`src/rtl/io_pkg.sv`:
```
// Shared I/O constants: clock rate and switch debouncer defaults.
// No ports; imported by the sw_debounce files.
package io_pkg;

    localparam int CLK_HZ              = 50000000;
    localparam int SW_NUM_CH_DEF       = 16;
    localparam int SW_DEBOUNCE_CYC_DEF = 1000000;
    localparam int SW_CNT_W_DEF        = 20;

endpackage

```
`src/rtl/sw_debounce_if.sv`:
```
// Change-event handshake between the debouncer and its consumer.
// master: drives chg_valid/chg_mask, reads chg_ready; slave: reverse.
interface sw_debounce_if
    import io_pkg::*;
#(
    parameter int NUM_CH = SW_NUM_CH_DEF
);

    logic              chg_valid;
    logic [NUM_CH-1:0] chg_mask;
    logic              chg_ready;

    modport master (
        output chg_valid,
        output chg_mask,
        input  chg_ready
    );

    modport slave (
        input  chg_valid,
        input  chg_mask,
        output chg_ready
    );

endinterface

```
`src/rtl/sw_debounce_ch.sv`:
```
// One debounced switch channel: 2-flop sync, stability counter, level.
// Ports: clk_i, rst_ni, i_sw (raw), o_sw (debounced), o_upd (strobe),
//        o_rise/o_fall (edge pulses, only with SW_DEBOUNCE_EDGE_EN).
module sw_debounce_ch
    import io_pkg::*;
#(
    parameter int DEBOUNCE_CYC = SW_DEBOUNCE_CYC_DEF,
    parameter int CNT_W        = SW_CNT_W_DEF
) (
    input  logic clk_i,
    input  logic rst_ni,
    input  logic i_sw,
    output logic o_sw,
    output logic o_upd,
    output logic o_rise,
    output logic o_fall
);

    localparam logic [CNT_W-1:0] CNT_END = CNT_W'(DEBOUNCE_CYC - 1);
    localparam logic [CNT_W-1:0] CNT_ONE = CNT_W'(1);

    logic             r_sync1;
    logic             r_sync2;
    logic             r_sw;
    logic [CNT_W-1:0] r_cnt;
    logic             w_diff;
    logic             w_upd;

    assign w_diff = r_sync2 ^ r_sw;
    assign w_upd  = w_diff && (r_cnt == CNT_END);

    always_ff @(posedge clk_i) begin
        if (!rst_ni) begin
            r_sync1 <= 1'b0;
            r_sync2 <= 1'b0;
            r_sw    <= 1'b0;
            r_cnt   <= '0;
        end else begin
            r_sync1 <= i_sw;
            r_sync2 <= r_sync1;
            // Any return to the current level restarts the stability count.
            if (!w_diff || w_upd) begin
                r_cnt <= '0;
            end else begin
                r_cnt <= r_cnt + CNT_ONE;
            end
            if (w_upd) begin
                r_sw <= r_sync2;
            end
        end
    end

    assign o_sw  = r_sw;
    assign o_upd = w_upd;

`ifdef SW_DEBOUNCE_EDGE_EN
    logic r_rise;
    logic r_fall;

    // Registered from the strobe so the pulse lines up with the new o_sw.
    always_ff @(posedge clk_i) begin
        if (!rst_ni) begin
            r_rise <= 1'b0;
            r_fall <= 1'b0;
        end else begin
            r_rise <= w_upd & r_sync2;
            r_fall <= w_upd & ~r_sync2;
        end
    end

    assign o_rise = r_rise;
    assign o_fall = r_fall;
`else
    assign o_rise = 1'b0;
    assign o_fall = 1'b0;
`endif

endmodule

```
`src/rtl/sw_debounce.sv`:
```
// Multi-channel switch debouncer with a sticky change-event handshake.
// Ports: clk_i, rst_ni, sw_i, sw_o, rise_o, fall_o, chg (master modport).
// Edge pulses are built only when SW_DEBOUNCE_EDGE_EN is defined.
module sw_debounce
    import io_pkg::*;
#(
    parameter int NUM_CH       = SW_NUM_CH_DEF,
    parameter int DEBOUNCE_CYC = SW_DEBOUNCE_CYC_DEF,
    parameter int CNT_W        = SW_CNT_W_DEF
) (
    input  logic              clk_i,
    input  logic              rst_ni,
    input  logic [NUM_CH-1:0] sw_i,
    output logic [NUM_CH-1:0] sw_o,
    output logic [NUM_CH-1:0] rise_o,
    output logic [NUM_CH-1:0] fall_o,
    sw_debounce_if.master     chg
);

    logic [NUM_CH-1:0] w_upd;
    logic [NUM_CH-1:0] r_pend;
    logic              w_valid;
    logic              w_accept;

    for (genvar g = 0; g < NUM_CH; g++) begin : g_ch
        sw_debounce_ch #(
            .DEBOUNCE_CYC (DEBOUNCE_CYC),
            .CNT_W        (CNT_W)
        ) u_ch (
            .clk_i  (clk_i),
            .rst_ni (rst_ni),
            .i_sw   (sw_i[g]),
            .o_sw   (sw_o[g]),
            .o_upd  (w_upd[g]),
            .o_rise (rise_o[g]),
            .o_fall (fall_o[g])
        );
    end

    assign w_valid  = |r_pend;
    assign w_accept = w_valid && chg.chg_ready;

    // On accept, reload with this cycle's strobes so none are dropped.
    always_ff @(posedge clk_i) begin
        if (!rst_ni) begin
            r_pend <= '0;
        end else if (w_accept) begin
            r_pend <= w_upd;
        end else begin
            r_pend <= r_pend | w_upd;
        end
    end

    assign chg.chg_valid = w_valid;
    assign chg.chg_mask  = r_pend;

endmodule

```
`src/flat_wrapper.sv`:
```
// flat-port wrapper written by rule: the top's interface ports become plain ports
module sw_debounce_flat import io_pkg::*;
#(
    parameter int NUM_CH       = SW_NUM_CH_DEF,
    parameter int DEBOUNCE_CYC = SW_DEBOUNCE_CYC_DEF,
    parameter int CNT_W        = SW_CNT_W_DEF
)
  (clk_i, rst_ni, sw_i, sw_o, rise_o, fall_o, chg_chg_valid, chg_chg_mask, chg_chg_ready);
  sw_debounce_if #(.NUM_CH(NUM_CH)) chg_i ();
  input  logic clk_i;
  input  logic rst_ni;
  input  logic [NUM_CH-1:0] sw_i;
  output logic [NUM_CH-1:0] sw_o;
  output logic [NUM_CH-1:0] rise_o;
  output logic [NUM_CH-1:0] fall_o;
  output wire logic [$bits(chg_i.chg_valid)-1:0] chg_chg_valid;
  output wire logic [$bits(chg_i.chg_mask)-1:0] chg_chg_mask;
  input wire logic [$bits(chg_i.chg_ready)-1:0] chg_chg_ready;
  assign chg_chg_valid = chg_i.chg_valid;
  assign chg_chg_mask = chg_i.chg_mask;
  assign chg_i.chg_ready = chg_chg_ready;
  sw_debounce #(.NUM_CH(NUM_CH), .DEBOUNCE_CYC(DEBOUNCE_CYC), .CNT_W(CNT_W)) u_core (.clk_i(clk_i), .rst_ni(rst_ni), .sw_i(sw_i), .sw_o(sw_o), .rise_o(rise_o), .fall_o(fall_o), .chg(chg_i));
endmodule
```
`config.mk`:
```
export PLATFORM = sky130hd
export DESIGN_NAME = sw_debounce_flat
export DESIGN_NICKNAME = d
export VERILOG_FILES = /design/src/rtl/io_pkg.sv /design/src/rtl/sw_debounce_if.sv /design/src/rtl/sw_debounce_ch.sv /design/src/rtl/sw_debounce.sv /design/src/flat_wrapper.sv
export SDC_FILE = /design/constraint.sdc
export NUM_CORES = 1
export LEC_CHECK = 0
export CELL_PAD_IN_SITES_DETAIL_PLACEMENT = 1
export CELL_PAD_IN_SITES_GLOBAL_PLACEMENT = 2
export CORE_MARGIN = 3
export CORE_UTILIZATION = 41
export DETAILED_ROUTE_END_ITERATION = 6
export PLACE_DENSITY_LB_ADDON = 0.15
export SETUP_SLACK_MARGIN = 0.1
export SYNTH_ARGS = -nofsm -noshare
export SYNTH_HDL_FRONTEND = slang
export SYNTH_HIERARCHICAL = 1
export SYNTH_SLANG_ARGS = --single-unit
```
`constraint.sdc`:
```
create_clock -name clk_i -period 5.8 [get_ports clk_i]
set_input_delay 1.74 -clock clk_i [delete_from_list [all_inputs] [get_ports clk_i]]
set_output_delay 1.74 -clock clk_i [all_outputs]
set_load 0.01 [all_outputs]
```
==> results.ini, run 1 <==
[status]
status=completed

[route]
final_antenna_net_count=0
dr.first_iter.drc_count=645
vias_per_cell=5.39
firstDrtPassIters=5
wirelength_um=40100
dr_total_vias=14200
drc=0
wire_per_inst_um=15.3

[placement]
numPortBuffers=51
pre_cts_slack_ns=2.46
dp.cells=2548
post_dp_cell_area_mm2=0.0183
gp_congestion=0.734
hpwl_um=28200

[yosys]
synthAdderAreaFrac_pct=1.14
synth_xor_area_share_pct=9.55
ys_top_cells_by_area=dfxtp_1 (44%), xnor2_1 (7.0%), nor2_1 (5.1%)
seq_area_frac_synth_pct=43.9
synthCells=2010
synth_top_family_by_area=simple AND/OR/NAND/NOR gates
synth_compound_area_share_pct=9.59
synth.area.mux_share_pct=0
synth-simple-area-share_pct=29.8
syn_area_per_cell_um2=8.72
synth.top_cell.area_share_pct=43.9
ys_ff_latch=384
yosysTopAreaCell=dfxtp_1
synth_cell_type_count=43
netlist_area_mm2=0.0175
yosysWarningCount=6

[cts]
htree_levels=2
post-cts-setup-buffers=0
clockBufferDepth=3
cts_resized=0
clock_sinks=384
clk-insertion-delay-late_ns=0.56
cts_tree=yes
ctsRootBufferMaster=clkbuf_16
cts_hold_buf=0
cts_buffers=45
clk_transition_reported_paths_ns=0.06

[worst_setup_path]
path_max_fanout=5
path_class=reg2out
worst-endpoint-arrival_ns=2.04
r2r-end=u_core/chg.chg_mask[9]
cp_data_required_time_ns=4.06
crit-reg2reg-launch=u_core/g_ch[9].u_ch/r_cnt[11]
setup.worst_path.end_class=primary output
endpoint=chg_chg_valid
worstSetupStartpoint=u_core/chg.chg_mask[12]
ff2ff_path_depth=5
r2r_slack_ns=3.20
setup.worst_path.start_class=register

[finish]
n_antenna_cell=0
layout.nets=2091
areaGrowthSynthToFinish_pct=12.8
final_cells=2629
layout_commonest_cell=dfxtp_1
layout-drive-gt1-share_pct=7.18
stdcell_area_mm2=0.0198
final_cell_mix=dfxtp_1 (384), nor2_1 (238), xnor2_1 (140)
fillers=4905

[global_routing]
grt-ovfl-total=0
grt.total_usage_pct=17.9
grt_pass1_vias=14100
grt_max_degree=62
grt_pass1_wl_um=68500
antenna_found_initial=0

[die]
fp.coreArea_mm2=0.0420
std_cell_rows=75
initial_utilization_pct=41.7
die_area_mm2=0.0452
die_h_um=213
die_x_um=213
num_io_pins=84

[timing]
post-route-period-util_pct=65.2
rsz0062_at_grt=no
setup_viol=0
fin_tns_setup_ns=0
clock.fmax_mhz=264
period_minus_slack_ns=3.78
slew_violations=0
worstMarginPinSlew_ns=0.908
finClkSkew_ns=0.0138
timing.final.ws_setup_ns=2.02
finalHoldViolations=0
max_slew_margin_pct=39.3

[pwr]
p_per_area_mw_per_mm2=281
p_leak_nw=5.98
ir_drop_uv=219
p_total_mw=5.55

[job]
max-cap-violations=0

[hold_path]
hold_path.class=reg2reg

==> report_power, final <==
group          leakage [nW]  internal (mW)  switching [mW]
clock                 0.748           1.71            1.10
sequential             3.10           2.65         0.00810
combinational          2.13         0.0291          0.0488
==> Yosys cell counts (all sizes together) <==
library cell,n
a21boi,15
or3,80
nand3,129
ha,16
and4,30
xor2,51
a31oi,4
inv,101
nor2,238
and3,31
dfxtp,384
nor3,48
or4,68
or2,1
nor4,4
buf,52
or4b,1
nand4,78
o21ai,99
o21a,14
nor4b,30
nor3b,16
o211ai,1
nand2b,1
clkbuf,32
nor2b,27
and2,63
nand2,79
a21oi,113
conb,16
xnor2,140
o31ai,48
==> registers in the layout, summed over array words and instances (netlist names) <==
name	flops
u_core/g_ch.u_ch/r_sync1	16
u_core/g_ch.u_ch/r_cnt	320
u_core/g_ch.u_ch/r_sync2	16
u_core/g_ch.u_ch/o_sw	16
u_core/chg.chg_mask	16
==> kinds of logic after synthesis <==
kind of cell               count (synthesis)
AOI/OAI and AO/OA                        294
DFF                                      384
buffers and inverters                    185
and+or+nand+nor                          924
adders and majority gates                 16
xor gates and xnor gates                 191
other                                     16
==> how the worst min path moves through the flow <==
stage	end	from	slack [ns]	depth (start not counted)
2_1_floorplan	u_core/g_ch[0].u_ch/r_sync2	u_core/g_ch[0].u_ch/r_sync1	0.41	1
3_3_place_gp	u_core/g_ch[13].u_ch/r_sync2	u_core/g_ch[13].u_ch/r_sync1	0.41	1
3_5_place_dp	u_core/g_ch[1].u_ch/r_sync2	u_core/g_ch[1].u_ch/r_sync1	0.42	1
4_1_cts	u_core/g_ch[12].u_ch/r_sync2	u_core/g_ch[12].u_ch/r_sync1	0.43	1
5_1_grt	u_core/g_ch[2].u_ch/r_sync2	u_core/g_ch[2].u_ch/r_sync1	0.45	1
6_report	u_core/g_ch[12].u_ch/r_sync2	u_core/g_ch[12].u_ch/r_sync1	0.43	1
==> cell type report <==
type                    count  area (um2)  share of cell area, %
clock buffers              71        1420                   7.17
clock inverters            10        78.8                  0.399
inverters                 101         379                   1.92
multi-input cells        1457        8900                   45.0
flip-flops and latches    384        7690                   38.9
well taps                 539         674                   3.41
repair buffers             67         628                   3.18
==> critical path, cell delays in order (launching register included) <==
cell	delay, ns
dfxtp_1	0.32
nor4_2	0.38
nand4_2	0.21
clkdlybuf4s50_1	0.57
==> metrics by stage <==
| step | utilization, % | hold slack (ns) |
|---|---|---|
| after floorplan | - | 0.412 |
| after global placement | 43.4 | 0.415 |
| final | 47.0 | 0.429 |
| after detailed placement | 43.4 | 0.419 |
| after CTS | 47.0 | 0.433 |
| after global routing | 47.0 | 0.446 |
==> routing by layer <==
metal,up-vias,part of all wire (%),track usage (%)
met5,-,0,0
met3,49,3.4,3.66
met4,0,2.0,4.66
li1,7091,-,-
met1,6902,47,23.0
met2,130,48,30.7
(Power assumes the default switching activity.)
==> inputs of run 2 (changes only) <==
- CORE_UTILIZATION: 41 -> 34
- clock period: 5.8 -> 3.2 ns (I/O delays scaled with it)
==> results.ini, run 2 (synthesis gave the netlist of run 1 again) <==
[timing]
worstMarginPinSlew_ns=0.885  ; -0.0224 ns
clock.fmax_mhz=367
slew_violations=0  ; unchanged
fin_tns_setup_ns=0  ; unchanged
period_minus_slack_ns=2.73
timing.final.ws_setup_ns=0.473  ; -1.55 ns
finClkSkew_ns=0.00884  ; -0.00491 ns
rsz0062_at_grt=no
setup_viol=0  ; unchanged
post-route-period-util_pct=85.2
finalHoldViolations=0  ; unchanged
max_slew_margin_pct=41.0  ; +1.7 points

[worst_setup_path]
critPathTopFamily=simple AND/OR/NAND/NOR gates
ff2ff_path_depth=5  ; unchanged
slowest_stage=nor4_4
path_max_fanout=5  ; unchanged
cp_data_required_time_ns=2.24  ; -1.82 ns
r2r-end=u_core/g_ch[10].u_ch/r_cnt[4]
r2r_slack_ns=0.89  ; -2.31 ns
cpPeakStageDelay_ns=0.38  ; -0.19 ns
crit-reg2reg-launch=u_core/g_ch[10].u_ch/r_cnt[13]
cp_num_buf_inv=1  ; unchanged
worst-endpoint-arrival_ns=1.77  ; -0.27 ns
setup.worst_path.end_class=primary output
path_class=reg2out
cp_cell_sequence=nor4_4, nand4_2, dlymetal6s2s_1
setup.worst_path.start_class=register

[cts]
cts_buffers=47  ; +4.4%
cts_hold_buf=0  ; unchanged
cts_tree=yes
clock_sinks=384  ; unchanged
post-cts-setup-buffers=0  ; unchanged
ctsRootBufferMaster=clkbuf_16
clk-insertion-delay-late_ns=0.57  ; about the same
clk_transition_reported_paths_ns=0.06  ; about the same
htree_levels=2  ; unchanged
clockBufferDepth=3  ; unchanged

[finish]
layout_commonest_cell=dfxtp_1
seq_area_mm2=0.00769  ; unchanged
final_cell_mix=dfxtp_1 (384), nor2_1 (238), xnor2_1 (140)
layout.nets=2098  ; +0.33%
multi_input_area_mm2=0.00891  ; +0.18%
top_register=u_core/g_ch.u_ch/r_cnt
layout-drive-gt1-share_pct=7.58  ; +0.40 points
areaGrowthSynthToFinish_pct=14.5
n_antenna_cell=0  ; unchanged
largest_reg_flops=320  ; unchanged
fillers=5930  ; +21%
final_cells=2770  ; +5.4%

[placement]
gp_congestion=0.707  ; -3.6%
numPortBuffers=51  ; unchanged
hpwl_um=28500  ; +0.89%
pre_cts_slack_ns=0.652  ; -1.81 ns
dp.cells=2686  ; +5.4%

[hold_path]
hold_path.class=reg2reg
hold_end=u_core/g_ch[10].u_ch/r_sync2
min_from=u_core/g_ch[10].u_ch/r_sync1
whs_path_depth=1  ; unchanged

[global_routing]
grt_max_degree=31  ; -50%
grt_pass1_vias=14300  ; +0.96%
grt_pass1_wl_um=69400  ; +1.3%
antenna_found_initial=0  ; unchanged
grt.total_usage_pct=15.0  ; -2.8 points
grt-ovfl-total=0  ; unchanged

[die]
die_x_um=233  ; +9.5%
std_cell_rows=82  ; +9.3%
initial_utilization_pct=34.7  ; -7.0 points
die_h_um=233  ; +9.5%
fp.coreArea_mm2=0.0505  ; +20%
die_area_mm2=0.0543  ; +20%
num_io_pins=84  ; unchanged

[route]
vias_per_cell=5.05  ; -6.3%
final_antenna_net_count=0  ; unchanged
wirelength_um=40400  ; +0.64%
dr_total_vias=14000  ; -1.2%
dr.first_iter.drc_count=538  ; -17%
wire_per_inst_um=14.6  ; -4.5%
drc=0  ; unchanged
firstDrtPassIters=4  ; -1

[status]
status=completed

[job]
max-cap-violations=0  ; unchanged

[pwr]
ir_drop_uv=372  ; +70%
p_leak_nw=6.06  ; +1.4%
p_per_area_mw_per_mm2=516  ; +84%

## run 2: cell types whose count changed in the layout (fill, tap and decap cells not counted), moves of 2 or more
| cell | before | now |
|---|---|---|
| clkbuf_16 | 47 | 49 |
| clkbuf_8 | 15 | 9 |
| bufinv_16 | 1 | 4 |
| o21ai_1 | 15 | 13 |
| buf_4 | 17 | 22 |
| o21ai_2 | 0 | 2 |
## run 2: area by class of cell
cell class / instances / area share [%]
clock buffers: 68 / 6.91
clock inverters: 16 / 0.948
inverters: 101 / 1.89
multi-input cells: 1457 / 44.4
flip-flops and latches: 384 / 38.3
well taps: 672 / 4.19
repair buffers: 72 / 3.33
## run 2: repair_timing
action                     CTS  global route
resized for setup            1             1
setup endpoints to repair    1             1
cloned                       0             0
pin swaps                    0             1
## run 2: through the flow
step | hold WS (ns) | utilization, % | instance area (um2) | power, mW
after CTS | 0.434 | 39.7 | 20100 | 10.6
after global routing | 0.444 | 39.8 | 20100 | 10.8
after floorplan | 0.412 | - | 17600 | 5.04
after detailed placement | 0.420 | 36.6 | 18500 | 5.08
after global placement | 0.415 | 36.6 | 18500 | 5.07
final | 0.432 | 39.8 | 20100 | 10.4
## run 2: worst max-delay path by stage
stage	startpoint	to	slack, ns	cells after the start
after detailed placement	u_core/chg.chg_mask[12]	chg_chg_valid	0.65	3
after global routing	u_core/chg.chg_mask[1]	chg_chg_valid	0.34	3
after global placement	u_core/chg.chg_mask[12]	chg_chg_valid	0.67	3
final	u_core/chg.chg_mask[1]	chg_chg_valid	0.47	3
after CTS	u_core/chg.chg_mask[12]	chg_chg_valid	0.12	3
after floorplan	u_core/g_ch[9].u_ch/r_cnt[0]	u_core/g_ch[9].u_ch/r_cnt[18]	1.24	6
## run 2: power breakdown
group,internal (mW),total (mW),switching (mW)
clock,3.32,5.39,2.07
sequential,4.81,4.82,0.0155
combinational,0.0551,0.146,0.0909
total,8.18,10.4,2.18
## run 2: metal layers
metal	vias up	global-route usage, %	routed length, um
met5	-	0	0
met2	107	24.9	18300
met4	0	4.58	859
li1	7116	-	-
met3	62	2.91	1450
met1	6712	19.7	19800
